**src/rtl/arith_pkg.sv**
```systemverilog
// Shared arithmetic-block types: FSM state encoding and default datapath width.
package arith_pkg;

  localparam int WIDTH_DEFAULT = 8;

  typedef enum logic [1:0] {
    IDLE = 2'd0,
    RUN  = 2'd1,
    DONE = 2'd2
  } state_t;

endpackage

```
**src/rtl/serial_subtractor_if.sv**
```systemverilog
// Start/done handshake and operand/result bundle for the bit-serial subtractor.
interface serial_subtractor_if #(parameter int WIDTH = 8);
  logic             start;
  logic [WIDTH-1:0] a;
  logic [WIDTH-1:0] b;
  logic             bin;
  logic             busy;
  logic             done;
  logic [WIDTH-1:0] diff;
  logic             bout;
  logic             ovf;

  modport master (output start, a, b, bin, input busy, done, diff, bout, ovf);
  modport slave  (input start, a, b, bin, output busy, done, diff, bout, ovf);
endinterface

```
**src/rtl/serial_subtractor_full_sub.sv**
```systemverilog
// Gate-level one-bit full subtractor: d = x - y - bin, bout = borrow out.
module full_subtractor (
  input  wire x,
  input  wire y,
  input  wire bin,
  output wire d,
  output wire bout
);
  wire t, xn, tn, g, p;

  xor u_x1 (t, x, y);
  xor u_x2 (d, t, bin);
  not u_n1 (xn, x);
  and u_a1 (g, xn, y);
  // a propagated borrow only survives when x and y agree
  not u_n2 (tn, t);
  and u_a2 (p, tn, bin);
  or  u_o1 (bout, g, p);
endmodule

```
**src/rtl/serial_subtractor.sv**
```systemverilog
// Bit-serial A - B - bin, LSB first, one bit per clock with a registered borrow.
module serial_subtractor
  import arith_pkg::*;
#(
  parameter int WIDTH = WIDTH_DEFAULT
) (
  input  logic                clk,
  input  logic                rst_n,
  serial_subtractor_if.slave  sub
);
  localparam int CNT_W = $clog2(WIDTH + 1);

  state_t             state, state_nxt;
  logic [WIDTH-1:0]   a_sh, b_sh, res, diff_q;
  logic [CNT_W-1:0]   cnt;
  logic               brw, a_msb, b_msb, bout_q, ovf_q;
  logic               d, nb, last;

  full_subtractor u_fs (
    .x    (a_sh[0]),
    .y    (b_sh[0]),
    .bin  (brw),
    .d    (d),
    .bout (nb)
  );

  assign last = (cnt == CNT_W'(WIDTH - 1));

  always_ff @(posedge clk or negedge rst_n) begin
    if (!rst_n) state <= IDLE;
    else        state <= state_nxt;
  end

  always_comb begin
    state_nxt = state;
    case (state)
      IDLE:    if (sub.start) state_nxt = RUN;
      RUN:     if (last)      state_nxt = DONE;
      DONE:    state_nxt = IDLE;
      default: state_nxt = IDLE;
    endcase
  end

  always_ff @(posedge clk or negedge rst_n) begin
    if (!rst_n) begin
      a_sh   <= '0;
      b_sh   <= '0;
      res    <= '0;
      brw    <= 1'b0;
      cnt    <= '0;
      a_msb  <= 1'b0;
      b_msb  <= 1'b0;
      diff_q <= '0;
      bout_q <= 1'b0;
      ovf_q  <= 1'b0;
    end else begin
      case (state)
        IDLE: if (sub.start) begin
          a_sh  <= sub.a;
          b_sh  <= sub.b;
          brw   <= sub.bin;
          cnt   <= '0;
          a_msb <= sub.a[WIDTH-1];
          b_msb <= sub.b[WIDTH-1];
        end
        RUN: begin
          a_sh <= a_sh >> 1;
          b_sh <= b_sh >> 1;
          res  <= {d, res[WIDTH-1:1]};
          brw  <= nb;
          cnt  <= cnt + CNT_W'(1);
          // results only move on the final bit so they never show partial sums
          if (last) begin
            diff_q <= {d, res[WIDTH-1:1]};
            bout_q <= nb;
            ovf_q  <= (a_msb != b_msb) && (d != a_msb);
          end
        end
        default: ;
      endcase
    end
  end

  assign sub.busy = (state != IDLE);
  assign sub.done = (state == DONE);
  assign sub.diff = diff_q;
  assign sub.bout = bout_q;
  assign sub.ovf  = ovf_q;
endmodule

```
**src/flat_wrapper.sv**
```systemverilog
// flat-port wrapper written by rule: the top's interface ports become plain ports
module serial_subtractor_flat import arith_pkg::*;
#(
  parameter int WIDTH = WIDTH_DEFAULT
)
  (clk, rst_n, sub_start, sub_a, sub_b, sub_bin, sub_busy, sub_done, sub_diff, sub_bout, sub_ovf);
  serial_subtractor_if #(.WIDTH(WIDTH)) sub_i ();
  input  logic clk;
  input  logic rst_n;
  input wire logic [$bits(sub_i.start)-1:0] sub_start;
  input wire logic [$bits(sub_i.a)-1:0] sub_a;
  input wire logic [$bits(sub_i.b)-1:0] sub_b;
  input wire logic [$bits(sub_i.bin)-1:0] sub_bin;
  output wire logic [$bits(sub_i.busy)-1:0] sub_busy;
  output wire logic [$bits(sub_i.done)-1:0] sub_done;
  output wire logic [$bits(sub_i.diff)-1:0] sub_diff;
  output wire logic [$bits(sub_i.bout)-1:0] sub_bout;
  output wire logic [$bits(sub_i.ovf)-1:0] sub_ovf;
  assign sub_i.start = sub_start;
  assign sub_i.a = sub_a;
  assign sub_i.b = sub_b;
  assign sub_i.bin = sub_bin;
  assign sub_busy = sub_i.busy;
  assign sub_done = sub_i.done;
  assign sub_diff = sub_i.diff;
  assign sub_bout = sub_i.bout;
  assign sub_ovf = sub_i.ovf;
  serial_subtractor #(.WIDTH(WIDTH)) u_core (.clk(clk), .rst_n(rst_n), .sub(sub_i));
endmodule
```
**config.mk**
```make
export PLATFORM = sky130hd
export DESIGN_NAME = serial_subtractor_flat
export DESIGN_NICKNAME = d
export VERILOG_FILES = /design/src/rtl/arith_pkg.sv /design/src/rtl/serial_subtractor_if.sv /design/src/rtl/serial_subtractor_full_sub.sv /design/src/rtl/serial_subtractor.sv /design/src/flat_wrapper.sv
export SDC_FILE = /design/constraint.sdc
export NUM_CORES = 1
export LEC_CHECK = 0
export ABC_AREA = 1
export CAP_MARGIN = 20
export CORE_UTILIZATION = 44
export DETAILED_ROUTE_END_ITERATION = 7
export PLACE_DENSITY = 0.66
export SLEW_MARGIN = 20
export SYNTH_ARGS = -nofsm -noshare
export SYNTH_HDL_FRONTEND = slang
export SYNTH_HIERARCHICAL = 1
export SYNTH_SLANG_ARGS = --single-unit
```
**constraint.sdc**
```tcl
create_clock -name clk -period 3.4 [get_ports clk]
set_input_delay 0.68 -clock clk [delete_from_list [all_inputs] [get_ports clk]]
set_output_delay 0.68 -clock clk [all_outputs]
set_load 0.005 [all_outputs]
```
=== Yosys cells after proc, flatten, opt, wreduce, memory -nomap -nowiden ===
Cells that the tools add are included.

* Reduce and logical (&&, ||, !) cells: 8
* Equality and inequality tests: 7
* Order comparisons: 0
* Bitwise operators: 7
* Multipliers: 0
* Multiplexer cells: 11
* Div/mod/pow operators: 0
* Shift-type cells: 0
* $add $sub $neg: 1

{| class="wikitable"
|+ Operator list
! cell !! count
|-
| one-hot mux 8 bit (2 select lines) || 2
|-
| two-way mux 8 bit || 2
|-
| one-hot mux 4 bit (2 select lines) || 1
|-
| AND reduction 2 bit || 4
|-
| adder 4 x 1 -> 4 bit, second input constant || 1
|-
| equality test 4 x 3 -> 1 bit, second input constant || 1
|-
| two-way mux 2 bit || 2
|-
| two-way mux 4 bit || 1
|-
| one-hot mux 2 bit (2 select lines) || 1
|-
| nonzero test 2 bit || 2
|-
| AND 1 bit || 2
|-
| equality test 2 x 1 -> 1 bit, second input constant || 1
|-
| equality test 2 bit, second input constant || 1
|-
| zero test 2 bit || 1
|-
| inequality test 1 bit || 2
|-
| inequality test 2 x 1 -> 1 bit, second input constant || 1
|-
| inequality test 2 bit, second input constant || 1
|-
| NOT 1 bit || 2
|-
| one-hot mux 1 bit (2 select lines) || 1
|-
| XOR 1 bit || 2
|-
| logical AND 1 bit || 1
|-
| two-way mux 1 bit || 1
|-
| bitwise OR 1 bit || 1
|}

* Bits in registers: 43
* Bits of input ports: 20
* Memories: 0
* Logic and storage cells: 45
* ROM bits: 0
* Output and inout bits: 12
* RAM bits: 0
* Latch bits: 0

=== Depth between registers and ports, before layout ===
* Depth in word-level cells: 5
* Mapped depth: 8
* Mapped depth without buffers: 7

=== By module ===
Netlist, hierarchy kept.

{| class="wikitable"
|+ Modules (own cells, without submodules)
! module !! area an instance (sq um) !! instances !! seq. area each (sq um) !! cells each
|-
| serial_subtractor || 1926.8 || 1 || 1051.0 || 236
|-
| full_subtractor || 31.3 || 1 || 0.0 || 4
|}

=== Least setup slack after synthesis ===
OpenSTA, ideal clock, no wires.

* Path type: reg-to-output
* From: reg u_core.state[0]
* To: out sub_done
* Arrival time: 0.783 ns
* Setup slack: 1.937 ns
* Path buffers: 2
* Cell stages (with the launch flop): 4
* Required time: 2.720 ns
* Cells stage by stage: dfrtp_1 > buf_6 > buf_2 > nor2_1

* Cells in the longest elaborated chain, start to end: 1

{| class="wikitable"
|+ Ends and longest elaborated chain
! element !! RTL line !! text
|-
| from (decl) || serial_subtractor.sv:13 || <nowiki>state_t state, state_nxt;</nowiki>
|-
| from (signal assigned) || serial_subtractor.sv:31 || <nowiki>else state <= state_nxt;</nowiki>
|-
| equality test 2 bit || serial_subtractor.sv:85 || <nowiki>assign sub.done = (state == DONE);</nowiki>
|-
| to (decl) || flat_wrapper.sv:15 || <nowiki>output wire logic [$bits(sub_i.done)-1:0] sub_done;</nowiki>
|}

No other way between the ends.

=== Worst setup path after layout ===
* From: reg u_core.state[0]
* To: out sub_busy

* Cells in the longest elaborated chain, start to end: 1

{| class="wikitable"
|+ Ends and longest elaborated chain
! element !! RTL line !! text
|-
| nonzero test 2 bit || serial_subtractor.sv:84 || <nowiki>assign sub.busy = (state != IDLE);</nowiki>
|-
| to (decl) || flat_wrapper.sv:14 || <nowiki>output wire logic [$bits(sub_i.busy)-1:0] sub_busy;</nowiki>
|}

No other way between the ends.

==> reports/summary.txt <==
Status: finished, final reports clean
CP arrival: 1.83 ns
Worst hold path class: reg -> reg
Startpoint Class: flip-flop
Slowest CP cell: dfrtp_1
Synth warn: 6
Number of global-route vias before repair: 1315
Post-DRT Antenna Nets: 0
Core Area: 4140 µm²
H-Tree Depth: 2
Clk root buf: clkbuf_8
Largest net degree at the start of global routing: 43
Most frequent cells in the layout: nand2_1, dfrtp_1, clkdlybuf4s50_1
Total grt overflow: 0
Fin crit share: 73.8%
Unique masters post-synth: 18
Setup_tns: 0 ns
Hold path cells: 2
Row cnt: 23
RSZ-0062 raised after global routing: false
Post CTS Setup Buffer Count: 0
Cells after Synth: 240
TritonCTS clock tree: done
Drt total wl: 3570 µm
Via count: 1518
Post-CTS sizing: 0
Post-Place Cell Area: 2240 µm²
Cell area after synthesis: 1960 µm²
Setup WS pre-CTS: 1.19 ns
GRT Total Usage: 17.5%
Power per Cell Area: 837 nW/µm²
Routed len/inst: 11.2 µm
Vias per cell: 4.76
Syn-to-layout area delta: 18.5%
Worst hold slack: 0.468 ns
CTS Buffer Depth: 2
Buf+Inv Stages, Crit Path: 2
Post-synth top area share: 53.7%
Synth Area per Inst: 8.16 µm²
Final Wtd Congestion: 0.720
Final worst path period need: 2.51 ns
Worst setup margin: 0.892 ns
DRC: 0
Slew @ Worst Pin: 0.906 ns
DR iter-0 viols: 126
Max_cap viols: 0
WP data required: 2.72 ns
# nets final: 291
CTS sink count: 42
FF+latch count, synth: 42
Slowest stage delay, CP: 0.83 ns
Die ar.: 4720 µm²
Slew headroom: 39.6%
Syn nets: 262
F_max: 399 MHz
Worst Skew: 0.00493 ns
First-pass GRT wire length: 5970 µm
Initial antenna violation count: 0
Cts bufs inserted: 5
CP delay by family, top: flip-flops
CP cell instances: inv_1 > nand2_1 > clkdlybuf4s50_1
Commonest non-fill, non-tap cell in the layout: nand2_1
Top sig layer: met4
Die width: 68.7 µm
Wire length on met1: 1770 µm
Post-cts hold buffer count: 0
Finish-stage setup viols: 0
WP depth: 3
Final slew viol count: 0
Worst Setup Path Type: reg -> out
Top post-synthesis cells by area: dfrtp_1, nand2_1, nand3_1, buf_6, o21ai_0
Initial Util: 47.3%
Synth area leader: dfrtp_1
HPWL after DPL: 2400 µm
R2r worst-path depth: 5
First-pass DRT Iterations: 4
Finished Cell Area: 2320 µm²
# IOs: 32
Fin. Hold Viols: 0
CP Capture Type: output pin
Clk slew on worst S/H paths: 0.07 ns
Met2 Routed Length: 1640 µm
Crit path max fanout: 19
N_diodes: 0
IO Port Bufs: 31
Share of post-route cells with drive strength above 1: 5.20%
Lkg Pwr: 1.23 nW
Met3 wire len: 109 µm
Worst-Skew Late Latency: 0.28 ns
Die Y: 68.7 µm
Seq/Total Area, Yosys: 53.7%
VDD IR max: 0.348 mV
## through the flow
stage / instances / power (W) / util, %
global route: 319 / 0.00213 / 56.0
finish: 319 / 0.00194 / 56.0
CTS: 319 / 0.00197 / 56.0
detailed placement: 312 / 0.00167 / 54.2
global placement: 312 / 0.00166 / 54.2
floorplan: 240 / 0.00144 / -
## flip-flops by register name, indices dropped and copies added, names as in the netlist, 2 cells and up
signal           flops
u_core/sub.diff      8
u_core/state         2
u_core/res           7
u_core/cnt           4
u_core/b_sh          8
u_core/a_sh          8
## layout make-up
cell class,count,area (µm²)
Clock buffer,7,76.3
Fill cell,434,1820
Tap cell,50,62.6
Timing Repair Buffer,32,313
Inverter,15,56.3
Sequential cell,42,1050
Multi-Input combinational cell,173,762
## logic make-up after synthesis
kind of cell | Yosys count | share of synthesized area (%)
flip-flops | 42 | 53.7
AO/OA/AOI/OAI | 13 | 3.90
AND/OR/NAND/NOR | 158 | 33.4
buffers and inverters | 25 | 7.41
adder cells (fa/ha/maj) | 2 | 1.66
## tightest hold or removal path: cells and delay by family (launching register included)
kind | cells | cell delay, ns
DFF | 1 | 0.34
and+or+nand+nor | 2 | 0.10
## synthesized netlist by cell type
library cell and instances:
buf_2 2, buf_4 3, buf_6 5, dfrtp_1 42, fa_1 1, ha_1 1
inv_1 12, inv_2 3, nand2_1 130, nand2_4 1, nand2_8 1, nand3_1 21
nand4_1 1, nor2_1 3, nor2_4 1, o21ai_0 11, o21ai_1 1, o21ai_4 1
## power by group
part           total [W]  internal [W]  leakage (nW)  switching [W]
Sequential      0.000877      0.000718         0.536       0.000159
Combinational   0.000773      0.000337         0.653       0.000436
Clock           0.000292      0.000141        0.0383       0.000151
Total            0.00194       0.00120          1.23       0.000746
## layer usage
| metal | up-vias | GRT usage (%) |
|---|---|---|
| met5 | - | 0 |
| met4 | 0 | 6.12 |
| met2 | 20 | 27.0 |
| met1 | 697 | 23.7 |
| met3 | 4 | 4.93 |
| li1 | 797 | - |
## worst paths after layout
| kind | startpoint | to | slack [ns] |
|---|---|---|---|
| max | u_core/state[0]$_DFFE_PN0P_ | sub_busy | 0.89 |
| min | u_core/res[2]$_DFFE_PN0P_ | u_core/sub.diff[1]$_DFFE_PN0P_ | 0.47 |
| max reg2reg | u_core/state[0]$_DFFE_PN0P_ | u_core/sub.diff[6]$_DFFE_PN0P_ | 1.74 |
| min reg2reg | u_core/res[2]$_DFFE_PN0P_ | u_core/sub.diff[1]$_DFFE_PN0P_ | 0.47 |
| max in group asynchronous | rst_n | u_core/sub.bout$_DFFE_PN0P_ | 2.31 |
| min in group asynchronous | rst_n | u_core/sub.diff[5]$_DFFE_PN0P_ | 0.52 |
Power figures use the tool's default switching activity.
==> RTL change 1: new RTL, same flow settings <==
The package constant `WIDTH_DEFAULT` goes from 8 to 4.
--- a/src/rtl/arith_pkg.sv
+++ b/src/rtl/arith_pkg.sv
@@ -3,3 +3,3 @@
 
-  localparam int WIDTH_DEFAULT = 8;
+  localparam int WIDTH_DEFAULT = 4;
 
Interface: changed (resized sub_a, sub_b and sub_diff); port bits go from 32 to 20. No check against the original RTL was run, so the function may have changed too.
==> RTL change 1 against the unedited design <==
Worst setup slack gained 0.14 ns; final cell count down 42%; power decreased by 40%; largest cell class unchanged; fmax increased by 6.0%; sequential power decreased by 40%; routed wire length decreased by 41%; synthesized area is 40% lower; sequential cell count decreased by 17; final area shrank 40%; non-clock buffer count decreased by 12; highest routed layer unchanged; first-iteration DRC count is 87% lower.
==> RTL change 1: results (changes against the unedited design) <==
Logic synthesis
  – Mapped Nets: 150 (was 262)
  – Top post-synthesis cells by area: dfrtp_1 (53%), nand2_1 (19%), o21ai_0 (5.1%) (was dfrtp_1 (54%), nand2_1 (25%), nand3_1 (5.4%))
  – Post-synth top cells: nand2_1 (58), dfrtp_1 (25), inv_1 (13), o21ai_0 (12), nand3_1 (10) (was nand2_1 (130), dfrtp_1 (42), nand3_1 (21), inv_1 (12), o21ai_0 (11))

Route
  – M1 WL: 1060 µm (was 1770 µm)
  – Met3 WL: 71 µm (was 109 µm)
  – DR iter-0 viols: 16 (was 126)
  – Via density: 4.69 (was 4.76)

Placement
  – Placement Setup Slack: 1.26 ns (was 1.19 ns)
  – Port Buffer Count: 19 (was 31)
  – Final HPWL DP: 1550 µm (was 2400 µm)
  – GPL Wtd Cong: 0.780 (was 0.720)

Timing
  – Tmin final: 2.37 ns (was 2.51 ns)
  – Worst slew pin tran: 0.573 ns (was 0.906 ns)

Layout
  – FILL cells: 247 (was 434)

Worst hold path
  – Endpoint, Worst Hold: u_core/sub.diff[0] (was u_core/sub.diff[1])

Global routing
  – GR Util met2: 29.6% (was 27.0%)
  – Tot GR Track Use: 18.0% (was 17.5%)
  – GR Util met3: 3.67% (was 4.93%)
  – GRT met1 Usage: 23.8% (was 23.7%)
  – Vias in the first global route: 815 (was 1315)
  – Largest net degree at the start of global routing: 26 (was 43)

Setup path
  – R2R cell count: 4 (was 5)
  – Max incr delay on CP: 0.73 ns (was 0.83 ns)

Clock tree
  – Clock Latency Late Sink: 0.31 ns (was 0.28 ns)
  – Clk root buf: clkbuf_4 (was clkbuf_8)

Status
  – Status: finished clean (unchanged)

Pwr
  – Clock distribution power: 0.135 mW (was 0.292 mW)
  – Peak supply drop: 0.438 mV (was 0.348 mV)
==> RTL change 1: through the flow <==
stage / utilization [%] / hold slack (ns) / power, mW / cell area (µm²)
3_5_place_dp: 54.6 / 0.467 / 1.05 / 1370
6_report: 55.8 / 0.498 / 1.17 / 1400
4_1_cts: 55.8 / 0.500 / 1.19 / 1400
3_3_place_gp: 54.6 / 0.457 / 1.03 / 1370
5_1_grt: 55.8 / 0.525 / 1.29 / 1400
2_1_floorplan: - / 0.384 / 0.894 / 1170
==> RTL change 1: cells by family after synthesis <==
family	after synthesis	share of synthesized area (%)
DFF	25	53.2
and+or+nand+nor	74	28.0
AOI/OAI and AO/OA	14	6.28
buffers and inverters	19	8.63
adders and majority gates	3	3.83
==> RTL change 1: area by class of cell <==
class,count,area share (%)
tap,30,2.69
timing repair buffer,20,14.2
sequential,25,44.8
inverter,15,4.04
multi-input combinational,91,32.1
clock inverter,1,0.538
clock buffer,3,1.61
==> RTL change 2: new RTL, config.mk and constraints unchanged <==
Made on the original files. Encoding of `state_t`: now one-hot (3 bits for 3 states).
--- a/src/rtl/arith_pkg.sv
+++ b/src/rtl/arith_pkg.sv
@@ -5,6 +5,6 @@
 
-  typedef enum logic [1:0] {
-    IDLE = 2'd0,
-    RUN  = 2'd1,
-    DONE = 2'd2
+  typedef enum logic [2:0] {
+    IDLE = 3'b001,
+    RUN  = 3'b010,
+    DONE = 3'b100
   } state_t;
Behaviour: no difference found for any inputs over 10 cycles, from zero or initial values and one cycle with rst_n low; not proved beyond that.
==> RTL change 2 against the unedited design <==
Routed wire length increased by 6.5%; combinational power decreased by 22%; worst setup slack improved by 0.052 ns; synthesized area increased by 2.6%; via count increased by 5.9%; final cell count increased by 2.8%; non-clock buffer count increased by 2; sequential share of layout area decreased by 0.53 points; power decreased by 8.6%; final area increased by 3.7%; sequential cell count increased by 1; largest cell class unchanged; largest power group unchanged.
==> RTL change 2: results (changes against the unedited design) <==
Logic synthesis
  – Adder-cell share of the synthesized area: 1.62% (was 1.66%)
  – Top post-synthesis cells by area: dfrtp_1 (52%), nand2_1 (21%), nand3_1 (10%) (was dfrtp_1 (54%), nand2_1 (25%), nand3_1 (5.4%))
  – Mapped Nets: 269 (was 262)
  – Avg Cell Area, Syn: 8.13 µm² (was 8.16 µm²)
  – Cell variety after synth: 22 (was 18)
  – Complex-gate fraction of the synthesized area: 2.24% (was 3.90%)
  – Post-synth top cells: nand2_1 (115), dfrtp_1 (42), nand3_1 (42), inv_1 (12), o21ai_0 (6) (was nand2_1 (130), dfrtp_1 (42), nand3_1 (21), inv_1 (12), o21ai_0 (11))

Placement
  – Placed cells: 320 (was 312)
  – GPL Wtd Cong: 0.739 (was 0.720)
  – Area after DPL: 0.00231 mm² (was 0.00224 mm²)
  – Final HPWL DP: 2460 µm (was 2400 µm)

Global routing
  – First-pass GRT wire length: 6750 µm (was 5970 µm)
  – GR Util met2: 26.1% (was 27.0%)
  – Tot GR Track Use: 17.7% (was 17.5%)
  – Vias in the first global route: 1510 (was 1315)
  – GR Util met3: 5.09% (was 4.93%)
  – Largest net degree at the start of global routing: 44 (was 43)

Route
  – Via density: 4.90 (was 4.76)
  – DR pass1 iterations: 5 (was 4)
  – DR iter-0 viols: 139 (was 126)
  – Routed wl met2: 1740 µm (was 1640 µm)
  – DRT Wirelength: 3810 µm (was 3570 µm)
  – Met3 WL: 159 µm (was 109 µm)
  – M1 WL: 1870 µm (was 1770 µm)

Pwr
  – Pleak: 1.23 nW (about the same)
  – Total power: 1.78 mW (was 1.94 mW)
  – Switching portion of total power: 38.8% (was 38.4%)
  – Peak supply drop: 0.296 mV (was 0.348 mV)
  – Clock distribution power: 0.346 mW (was 0.292 mW)
  – Combinational fraction of design power: 33.9% (was 39.8%)

Status
  – Status: finished clean (unchanged)

Layout
  – Final std cells w/o fill: 328 (was 319)
  – FILL cells: 425 (was 434)
  – Nets: 297 (was 291)
  – Layout cells sized above 1: 7.25% (was 5.20%)

Setup path
  – Worst EP arrival: 1.78 ns (was 1.83 ns)
  – Reg2reg setup slack: 1.48 ns (was 1.74 ns)
  – R2R cell count: 6 (was 5)
  – FF-to-FF End: u_core/a_sh[4] (was u_core/sub.diff[6])
  – Max incr delay on CP: 0.76 ns (was 0.83 ns)
  – FF-to-FF Start: u_core/state[1] (was u_core/state[0])

Worst hold path
  – Hold path start: u_core/sub.diff[0] (was u_core/res[2])

Timing
  – Worst slew pin tran: 0.929 ns (was 0.906 ns)
  – Clk_skew: 0.00628 ns (was 0.00493 ns)
  – Hold_ws: 0.473 ns (was 0.468 ns)
==> RTL change 2: final cells by class <==
class                           instances  share of cell area (%)
Clock inverter                          2                   0.676
Timing Repair Buffer                   34                    13.6
Clock buffer                            6                    3.43
Tap cell                               52                    2.70
Sequential cell                        43                    44.8
Multi-Input combinational cell        176                    32.5
Inverter                               15                    2.34
==> RTL change 2: worst max path at each step <==
stage / slack, ns / cells past startpoint / endpoint / from
floorplan: 1.82 / 3 / sub_done / u_core/state[1]
global placement: 1.21 / 6 / u_core/a_sh[4] / sub_start
detailed placement: 1.20 / 6 / u_core/a_sh[4] / sub_start
CTS: 0.96 / 3 / sub_busy / u_core/state[1]
global route: 0.80 / 3 / sub_busy / u_core/state[1]
finish: 0.94 / 3 / sub_busy / u_core/state[1]
==> RTL change 2: metrics by stage <==
stage	worst slack [ns]	utilization [%]
2_1_floorplan	1.82	-
3_3_place_gp	1.21	52.7
3_5_place_dp	1.20	52.7
4_1_cts	0.958	54.9
5_1_grt	0.800	54.9
6_report	0.945	54.9
